File: src/rtl/bfm_arbiter.sv
// Round-robin arbiter that time-shares one fixed-latency bfm datapath between
// NUM_REQ requesters. Every result comes back tagged with its requester index.
module bfm_arbiter #(
  parameter int NUM_REQ    = 4,
  parameter int ITEM_WIDTH = 8,
  parameter int RES_LAT    = 1,
  parameter int ID_W       = $clog2(NUM_REQ)
) (
  input  logic                          clk_i,
  input  logic                          reset_ni,
  input  logic                          hold_i,
  input  logic [NUM_REQ-1:0]            req_valid_i,
  input  logic [NUM_REQ*ITEM_WIDTH-1:0] req_a_i,
  input  logic [NUM_REQ*ITEM_WIDTH-1:0] req_b_i,
  output logic [NUM_REQ-1:0]            req_ready_o,
  output logic [ITEM_WIDTH-1:0]         alu_a_o,
  output logic [ITEM_WIDTH-1:0]         alu_b_o,
  input  logic [ITEM_WIDTH-1:0]         alu_res_i,
  output logic                          rsp_valid_o,
  output logic [ID_W-1:0]               rsp_id_o,
  output logic [ITEM_WIDTH-1:0]         rsp_data_o,
  output logic [15:0]                   issue_cnt_o
);

  localparam int NSTG = RES_LAT + 1;

  typedef struct packed {
    logic            vld;
    logic [ID_W-1:0] id;
  } trk_t;

  logic [ID_W-1:0]       ptr_q, ptr_d;
  logic [ITEM_WIDTH-1:0] alu_a_q, alu_a_d, alu_b_q, alu_b_d;
  logic [15:0]           issue_cnt_q, issue_cnt_d;
  trk_t                  stg_q [NSTG];
  trk_t                  stg_d [NSTG];
  logic                  rsp_valid_q, rsp_valid_d;
  logic [ID_W-1:0]       rsp_id_q, rsp_id_d;
  logic [ITEM_WIDTH-1:0] rsp_data_q, rsp_data_d;

  logic                  gnt_found;
  logic [ID_W-1:0]       gnt_id;
  logic [ID_W-1:0]       cand;
  logic                  transfer;

  // NOTE: every signal written in always_comb gets a default first, so no
  // path through the block can leave it unassigned and infer a latch.
  always_comb begin
    gnt_found   = 1'b0;
    gnt_id      = '0;
    cand        = '0;
    req_ready_o = '0;
    // Scan starts at ptr_q and wraps, so the first hit is the round-robin winner.
    for (int i = 0; i < NUM_REQ; i++) begin
      cand = ID_W'((int'(ptr_q) + i) % NUM_REQ);
      if (!gnt_found && req_valid_i[cand]) begin
        gnt_found = 1'b1;
        gnt_id    = cand;
      end
    end
    transfer = gnt_found && !hold_i && reset_ni;
    if (transfer) req_ready_o[gnt_id] = 1'b1;
  end

  always_comb begin
    ptr_d       = ptr_q;
    alu_a_d     = alu_a_q;
    alu_b_d     = alu_b_q;
    issue_cnt_d = issue_cnt_q;
    if (transfer) begin
      ptr_d   = (int'(gnt_id) == NUM_REQ - 1) ? '0 : gnt_id + 1'b1;
      alu_a_d = req_a_i[gnt_id*ITEM_WIDTH +: ITEM_WIDTH];
      alu_b_d = req_b_i[gnt_id*ITEM_WIDTH +: ITEM_WIDTH];
      if (issue_cnt_q != 16'hFFFF) issue_cnt_d = issue_cnt_q + 16'd1;
    end

    // Tracking pipeline never stalls; hold_i only suppresses new transfers.
    stg_d[0] = '{vld: transfer, id: gnt_id};
    for (int s = 1; s < NSTG; s++) stg_d[s] = stg_q[s-1];

    rsp_valid_d = stg_q[NSTG-1].vld;
    rsp_id_d    = stg_q[NSTG-1].id;
    rsp_data_d  = stg_q[NSTG-1].vld ? alu_res_i : rsp_data_q;
  end

  // NOTE: sequential state uses non-blocking assignments so every flop samples
  // the pre-edge values regardless of statement order.
  always_ff @(posedge clk_i or negedge reset_ni) begin
    if (!reset_ni) begin
      ptr_q       <= '0;
      alu_a_q     <= '0;
      alu_b_q     <= '0;
      issue_cnt_q <= '0;
      for (int s = 0; s < NSTG; s++) stg_q[s] <= '0;
      rsp_valid_q <= 1'b0;
      rsp_id_q    <= '0;
      rsp_data_q  <= '0;
    end else begin
      ptr_q       <= ptr_d;
      alu_a_q     <= alu_a_d;
      alu_b_q     <= alu_b_d;
      issue_cnt_q <= issue_cnt_d;
      for (int s = 0; s < NSTG; s++) stg_q[s] <= stg_d[s];
      rsp_valid_q <= rsp_valid_d;
      rsp_id_q    <= rsp_id_d;
      rsp_data_q  <= rsp_data_d;
    end
  end

  assign alu_a_o     = alu_a_q;
  assign alu_b_o     = alu_b_q;
  assign issue_cnt_o = issue_cnt_q;
  assign rsp_valid_o = rsp_valid_q;
  assign rsp_id_o    = rsp_id_q;
  assign rsp_data_o  = rsp_data_q;

endmodule

File: config.mk
export PLATFORM = sky130hd
export DESIGN_NAME = bfm_arbiter
export DESIGN_NICKNAME = d
export VERILOG_FILES = /design/src/rtl/bfm_arbiter.sv
export SDC_FILE = /design/constraint.sdc
export NUM_CORES = 1
export LEC_CHECK = 0
export ABC_AREA = 1
export ABC_CLOCK_PERIOD_IN_PS = 4200
export CAP_MARGIN = 20
export CORE_MARGIN = 2
export CORE_UTILIZATION = 47
export DETAILED_ROUTE_END_ITERATION = 8
export PLACE_DENSITY = 0.83
export SYNTH_ARGS = -nofsm -noshare
export SYNTH_HDL_FRONTEND = slang
export SYNTH_SLANG_ARGS = --single-unit
File: constraint.sdc
create_clock -name clk_i -period 4.2 [get_ports clk_i]
set_clock_uncertainty 0.15 [all_clocks]
set_input_delay 0.63 -clock clk_i [delete_from_list [all_inputs] [get_ports clk_i]]
set_output_delay 0.63 -clock clk_i [all_outputs]
set_load 0.02 [all_outputs]
# After elaboration in Yosys (flattened, before gate mapping)
# Index checks and enable logic that the tools add are counted.
[totals]
out_inout_bits = 47
elab_cells = 57
register_bits = 51
[classes]
magnitude_cmp = 6
n_addsub = 5
n_shift = 2
muxes = 20
reduce_logical = 11
n_eq_ne = 2
[op_table]
columns = ["op", "count"]
rows = [
  ["$shiftx 32x6->8", 2],
  ["$add 16x1->16 const B", 1],
  ["$ne 16x16->1 const B", 1],
  ["$lt 2x3->1 const B", 5],
  ["$mux 2", 5],
  ["$mux 1", 9],
  ["$bmux 1 s2", 4],
  ["$logic_and 1x1->1", 6],
  ["$add 2x1->2 const B", 2],
  ["$add 2x2->2 const B", 2],
  ["$logic_not 1->1", 4],
  ["$mux 4", 1],
  ["$demux 1 s2", 1],
  ["$eq 2x1->1 const B", 1],
  ["$ge 2x1->1 const B", 1],
  ["$reduce_and 2->1", 1],
]

# Logic depth before layout (Yosys ltp)
[depth]
ltp_word = 17
depth_mapped = 16
ltp_nobuf = 15

# Worst setup path before layout
# OpenSTA, ideal clock, no wires.
[synth_path]
path_kind = "input port to output port"
startpoint = "input req_valid_i[3]"
endpoint = "output req_ready_o[3]"
cell_stages = 13
n_path_buf = 1
path_slack_ns = 1.364
required_ns = 3.420
arrival_time_ns = 2.056
cell_sequence = "inv_1 nand2_1 nand3_1 nand2_2 nor2_1 nor2_1 nand2_2 nand2_4 buf_4 inv_1 ha_1 inv_1 nor2_1"
[synth_between]
elab_chain_cells = 17
elab_cells_between_ends = 30
classes_between = "order compare (2); mux (19); reduce/logical (9)"
[synth_rtl]
columns = ["element", "line_no", "text"]
rows = [
  ["start, declared", "12", "input logic [NUM_REQ-1:0] req_valid_i,"],
  ["$bmux 1 s2", "56", "if (!gnt_found && req_valid_i[cand]) begin"],
  ["$mux 1 (not written as such)", "56", ""],
  ["$mux 1", "56", ""],
  ["$logic_not 1->1", "56", ""],
  ["$logic_and 1x1->1", "56", ""],
  ["$mux 1", "56", ""],
  ["$logic_not 1->1", "56", ""],
  ["$logic_and 1x1->1", "56", ""],
  ["$mux 1", "56", ""],
  ["$logic_not 1->1", "56", ""],
  ["$logic_and 1x1->1", "56", ""],
  ["$mux 2", "56", ""],
  ["$lt 2x3->1 (not written as such) or $ge 2x1->1 (tied branches)", "62", "if (transfer) req_ready_o[gnt_id] = 1'b1;"],
  ["$logic_and 1x1->1 (not written as such)", "62", ""],
  ["$mux 1 (not written as such)", "62", ""],
  ["$demux 1 s2", "62", ""],
  ["$mux 4 *", "62", ""],
  ["end, declared", "15", "output logic [NUM_REQ-1:0] req_ready_o,"],
]
# Mark *: on every way between the ends. The rest lies on a longest branch, timed or not. The select of a mux whose other input is x is not followed.

# Worst setup path in the final report
[layout_path]
startpoint = "input req_valid_i[1]"
endpoint = "output req_ready_o[2]"
# Same word-level chain as after synthesis.

==> flow_metrics.env <==
export IMPL_area_of_combinational_cells_with_multiple_inputs_um2=1500
export IMPL_place_worst_setup_slack_ns=0.518
export IMPL_r2r_end="issue_cnt_o[13]"
export IMPL_post_drt_wl_per_cell_um=12.2
export IMPL_period_utilization_post_route_pct=88.1
export IMPL_synthesis_area_per_instance_um2=7.00
export IMPL_layout_common_cells="sky130_fd_sc_hd__nand2_1 (188), sky130_fd_sc_hd__clkdlybuf4s50_1 (124), sky130_fd_sc_hd__nand3_1 (62), sky130_fd_sc_hd__inv_1 (55), sky130_fd_sc_hd__dfrtp_1 (51)"
export IMPL_worst_slack_ns=0.498
export IMPL_worstSetupPathDepth=11
export IMPL_postCtsSetupBuffers=0
export IMPL_gr_usage_all_layers_pct=21.6
export IMPL_ctsHoldBuffers=0
export IMPL_timing_hold_violations_final=0
export IMPL_slowest_delay_ns=0.62
export IMPL_dieWidth_um=85.5
export IMPL_starting_utilization_of_the_core_area_pct=48.9
export IMPL_reg2regPathDepth=9
export IMPL_port_buffers=125
export IMPL_design_die_area_um2=7310
export IMPL_drive_gt1_share_pct=6.01
export IMPL_path_cells="clkdlybuf4s50_1, inv_1, nand2_1, nand3_1, nand2_2, nor2_1, a21boi_2, nand3_1, inv_2, nor2_1, clkdlybuf4s50_1"
export IMPL_worst_setup_path_startpoint="req_valid_i[1]"
export IMPL_drc=0
export IMPL_grt_setup_unrepaired="no"
export IMPL_first_drt_pass_iteration_count=6
export IMPL_clock_latency_ns=0.30
export IMPL_htree_num_levels=2
export IMPL_post_layout_total_power_mw=3.37
export IMPL_final_antenna_net_count=0
export IMPL_path_clk_slew_ns=0.09
export IMPL_worst_ir_drop_vdd_mv=0.512
export IMPL_grt_pass1_wl_mm=13.0
export IMPL_worst_reg2reg_startpoint="ptr_q[0]"
export IMPL_sum_of_routed_wire_length_over_all_layers_mm=7.84
export IMPL_worstSetupEndpoint="req_ready_o[2]"
export IMPL_area_growth_pct=44.3
export IMPL_clockRootBuffer="sky130_fd_sc_hd__clkbuf_8"
export IMPL_clkSinkCount=51
export IMPL_report_final_slew_viol_count=0
export IMPL_finalCriticalPeriod_ns=3.70
export IMPL_drt_vias_per_instance=4.95
export IMPL_slew_limit_headroom_pct=50.7
export IMPL_critical_path_data_required_time_ns=3.42
export IMPL_holdCritPathClass="reg2reg"
export IMPL_worst_r2r_setup_slack_ns=1.44
export IMPL_final_hold_worst_slack_ns=0.205
export IMPL_post_cts_resize_count=0
export IMPL_synthCells=446
export IMPL_max_clock_freq_ghz=0.270
export IMPL_globalRouteOverflowTotal=0
export IMPL_hpwlAfterDp_mm=6.07
export IMPL_first_global_vias=3055
export IMPL_coreArea_um2=6390
export IMPL_powerDensity_nw_per_um2=749
export IMPL_timing_setup_tns_ns=0
export IMPL_outcome="finished, final reports clean"
export IMPL_leakage_nw=2.27
export IMPL_worst_setup_path_end_kind="output port"
export IMPL_placementRows=29
export IMPL_antenna_violations_before_repair=0
export IMPL_yosysUniqueCellTypes=26
export IMPL_timing_max_cap_violations=0
export IMPL_gate_family_responsible_for_the_most_delay_along_the_worst_path="buffers and inverters"
export IMPL_path_buf_inv=4
export IMPL_layout_commonest_cell="sky130_fd_sc_hd__nand2_1"
export IMPL_io_pin_count=126
export IMPL_yosys_warnings=0
export IMPL_routed_via_count=3180
export IMPL_layout_area_seq_um2=1280
export IMPL_synth_seq_area_share_pct=40.9
export IMPL_finish_utilization_pct=70.5
export IMPL_critPathMaxFanout=17
export IMPL_routabilityCongestion=0.846
export IMPL_ys_seq_elements=51
export IMPL_num_antenna_cells=0
export IMPL_slowest_stage="sky130_fd_sc_hd__clkdlybuf4s50_1"
export IMPL_syn_cell_area_um2=3120
export IMPL_cts_tree="built"
export IMPL_synthesis_nets=527
export IMPL_largest_buffer_count_on_any_clock_path=2
export IMPL_tightest_slew_ns=0.740
export IMPL_worstPathArrival_ns=2.92
export IMPL_cp_start_kind="input port"
export IMPL_critPathKind="in2out"
export IMPL_nFillCells=559
export IMPL_die_h_um=85.5
export IMPL_initial_drc_count=152
export IMPL_fin_nets=646
export IMPL_cts_buffers_inserted=5
export IMPL_grt_max_degree=52
export IMPL_hold_start="stg_d[1]"
export IMPL_setup_viol_count_final=0
[where the power goes]
part / internal (mW) / leakage, nW / total [mW] / switching (mW)
combinational: 0.867 / 1.57 / 2.19 / 1.32
clock: 0.193 / 0.0612 / 0.348 / 0.155
sequential: 0.692 / 0.630 / 0.835 / 0.144
total: 1.75 / 2.27 / 3.37 / 1.62
[stage by stage]
| step | instances | cell area [um^2] |
|---|---|---|
| 6_report | 643 | 4500 |
| 2_1_floorplan | 446 | 3120 |
| 4_1_cts | 643 | 4500 |
| 3_5_place_dp | 635 | 4390 |
| 5_1_grt | 643 | 4500 |
| 3_3_place_gp | 635 | 4390 |
[kinds of logic (layout without fill, tap and decap cells)]
group	after synthesis	count (layout)	share of synthesized area, %
AOI/OAI and AO/OA	13	13	2.45
xor gates and xnor gates	14	14	3.93
adders and majority gates	2	2	0.802
buffers and inverters	78	198	11.1
DFF	51	51	40.9
muxes	8	8	2.89
and+or+nand+nor	280	280	37.9
[worst register-to-register path: cells and delay by family (launching register included)]
kind | cells | cell delay, ns
AOI/OAI and AO/OA | 3 | 1.08
DFF | 1 | 0.57
buffers and inverters | 2 | 0.38
and+or+nand+nor | 4 | 0.51
[flip-flops by register name, indices dropped and copies added, names as in the netlist, 2 cells and up]
register     count
alu_a_o          8
alu_b_o          8
issue_cnt_o     16
ptr_q            2
rsp_data_o       8
rsp_id_d         2
rsp_id_o         2
stg_d            3
[worst min path at each step]
| stage | end | slack (ns) | cells past startpoint |
|---|---|---|---|
| finish | rsp_id_d[1] | 0.20 | 0 |
| global route | rsp_valid_d | 0.21 | 0 |
| CTS | rsp_id_d[1] | 0.21 | 0 |
| detailed placement | rsp_id_d[1] | 0.18 | 0 |
| global placement | rsp_id_o[1] | 0.18 | 0 |
| floorplan | alu_a_o[0] | 0.18 | 0 |
[Yosys cell counts (all sizes together)]
master	number	share of area [%]
clkbuf	3	0.36
nand2	192	24
buf	17	3.8
nor2	10	1.4
nor3b	1	0.24
nand4	4	0.80
o22ai	1	0.20
a21oi	2	0.44
nand3	62	9.9
dfrtp	51	41
nor3	9	1.4
a21boi	1	0.36
inv	58	7.0
nand3b	2	0.48
xor2	11	3.1
o21ai	9	1.4
xnor2	3	0.84
mux2	8	2.9
ha	2	0.80
[routing by layer]
layer,vias up,share of wire [%],GRT usage (%)
li1,1611,-,-
met1,1414,41,26.2
met2,143,49,38.1
met3,12,9.0,6.23
met4,0,1.2,4.47
met5,-,0,0
[layout make-up]
class / instances / share of cell area [%]
multi-input combinational: 317 / 33.3
timing repair buffer: 132 / 28.8
sequential: 51 / 28.3
inverter: 58 / 4.83
tap: 77 / 2.14
clock buffer: 6 / 1.83
clock inverter: 2 / 0.778
(Power assumes the default switching activity.)
==> RTL edit: new RTL, same flow settings <==
Change the parameter `NUM_REQ` from 4 to 2.
--- a/src/rtl/bfm_arbiter.sv
+++ b/src/rtl/bfm_arbiter.sv
@@ -3,3 +3,3 @@
 module bfm_arbiter #(
-  parameter int NUM_REQ    = 4,
+  parameter int NUM_REQ    = 2,
   parameter int ITEM_WIDTH = 8,
Interface: changed (5 resized); port bits go from 126 to 89. The function was not compared with the original's and may differ.
==> RTL edit against the original RTL <==
Synthesized cell count decreased by 42%; power fell by 64%; design area down 28%; sequential power is 31% lower; utilization is 0.72 points lower; fmax rose by 14%; area after synthesis shrank 29%; register-to-register slack improved by 1.0 ns; first-iteration DRC count rose by 1.3%; routed wire length down 35%; setup slack better by 0.45 ns; highest routed layer unchanged; critical path type unchanged; sequential cell count decreased by 4; combinational power is 83% lower.
==> RTL edit: results <==
metrics = {
    "global_route": {
        "grt_pass1_wl_um": 8328,
        "met3_usage_pct": 4.144,
        "grtUsageTotal_pct": 20.03,
        "use_met1_pct": 27.18,
        "grtUsageMet2_pct": 32.42,
        "grt_pass1_vias": 1779,
    },
    "critical_path": {
        "rr_worst_depth": 6,
        "critPathCapture": "req_ready_o[0]",
        "cp_max_fo": 21,
        "crit_start": "req_valid_i[0]",
        "r2r_start": "issue_cnt_o[0]",
    },
    "yosys": {
        "synthAdderAreaFrac_pct": 0.5637,
        "synth_compound_area_share_pct": 2.029,
        "ys_types": 22,
        "synthMuxAreaShare_pct": 4.059,
        "yosys-top-cells-area": "dfrtp_1 53%, nand2_1 19%, nand3_1 5.0%, mux2_2 4.1%, xnor2_1 3.2%",
        "synth.net_count": 306,
        "synthTopCellsByCount": "112 x nand2_1, 47 x dfrtp_1, 22 x nand3_1",
    },
    "place": {
        "dp_hpwl_um": 3844,
        "io_buffers": 88,
        "gp_congestion": 0.8299,
    },
    "timing": {
        "max_slew.worst_pin.slew_ns": 0.5661,
    },
    "hold_path": {
        "whs_endpoint": "rsp_valid_d",
    },
    "final_layout": {
        "largest_reg_flops": 16,
        "nFillCells": 373,
        "nNetsFinal": 398,
        "drive_gt1_share_pct": 9.065,
    },
    "cts": {
        "root_buffer": "clkbuf_8",
    },
    "power_and_ir_drop": {
        "p_sw_share_pct": 32.09,
        "power.leakage_nw": 1.434,
    },
    "outcome": {
        "status": "completed",
    },
    "drt": {
        "vias_per_cell": 4.867,
        "first_pass_iters": 5,
        "wire_per_inst_um": 12.51,
        "dr_wl_met2_um": 2528,
        "drt-initial-drc-count": 154,
        "routedLengthMet1_um": 2196,
    },
}
==> RTL edit: cell types whose count changed in the layout (fill, tap and decap cells not counted), moves of 4 or more <==
cell | unedited run | this run
nand2_1 | 188 | 112
nand3_1 | 62 | 22
inv_1 | 55 | 17
clkdlybuf4s50_1 | 124 | 87
xor2_1 | 11 | 0
nor3_1 | 9 | 0
nor2_1 | 9 | 16
o21ai_0 | 9 | 4
xnor2_1 | 3 | 8
buf_4 | 7 | 3
dfrtp_1 | 51 | 47
==> RTL edit: per-stage QoR <==
step	setup slack (ns)	area, um^2	util [%]	instances	hold slack [ns]
after floorplan	2.106	2220	-	260	0.1812
after global placement	0.9549	3139	67.81	399	0.1860
after detailed placement	0.9200	3139	67.81	399	0.1911
after CTS	0.9252	3232	69.81	407	0.2124
after global routing	0.7930	3232	69.81	407	0.2213
final	0.9454	3232	69.81	407	0.2085
==> RTL edit: power by group through the flow <==
stage	Sequential [mW]	Combinational [mW]	Clock [mW]
floorplan	0.651	0.101	0
finish	0.573	0.371	0.277
global route	0.584	0.399	0.306
CTS	0.573	0.376	0.284
detailed placement	0.581	0.375	0
global placement	0.576	0.370	0
==> RTL edit: cell type report <==
cell class | instances | area share, %
well taps | 54 | 2.091
multi-input cells | 189 | 28.77
inverters | 18 | 2.091
clock inverters | 3 | 0.7356
repair buffers | 91 | 27.80
clock buffers | 5 | 2.129
flip-flops and latches | 47 | 36.39
==> RTL edit: worst reg2reg max path, stage by stage (launching register included) <==
cell	delay, ns
dfrtp_1	0.43
ha_1	0.28
nand3_2	0.15
nor2_4	0.06
a21oi_2	0.43
nand2_1	0.12
nand2_1	0.08
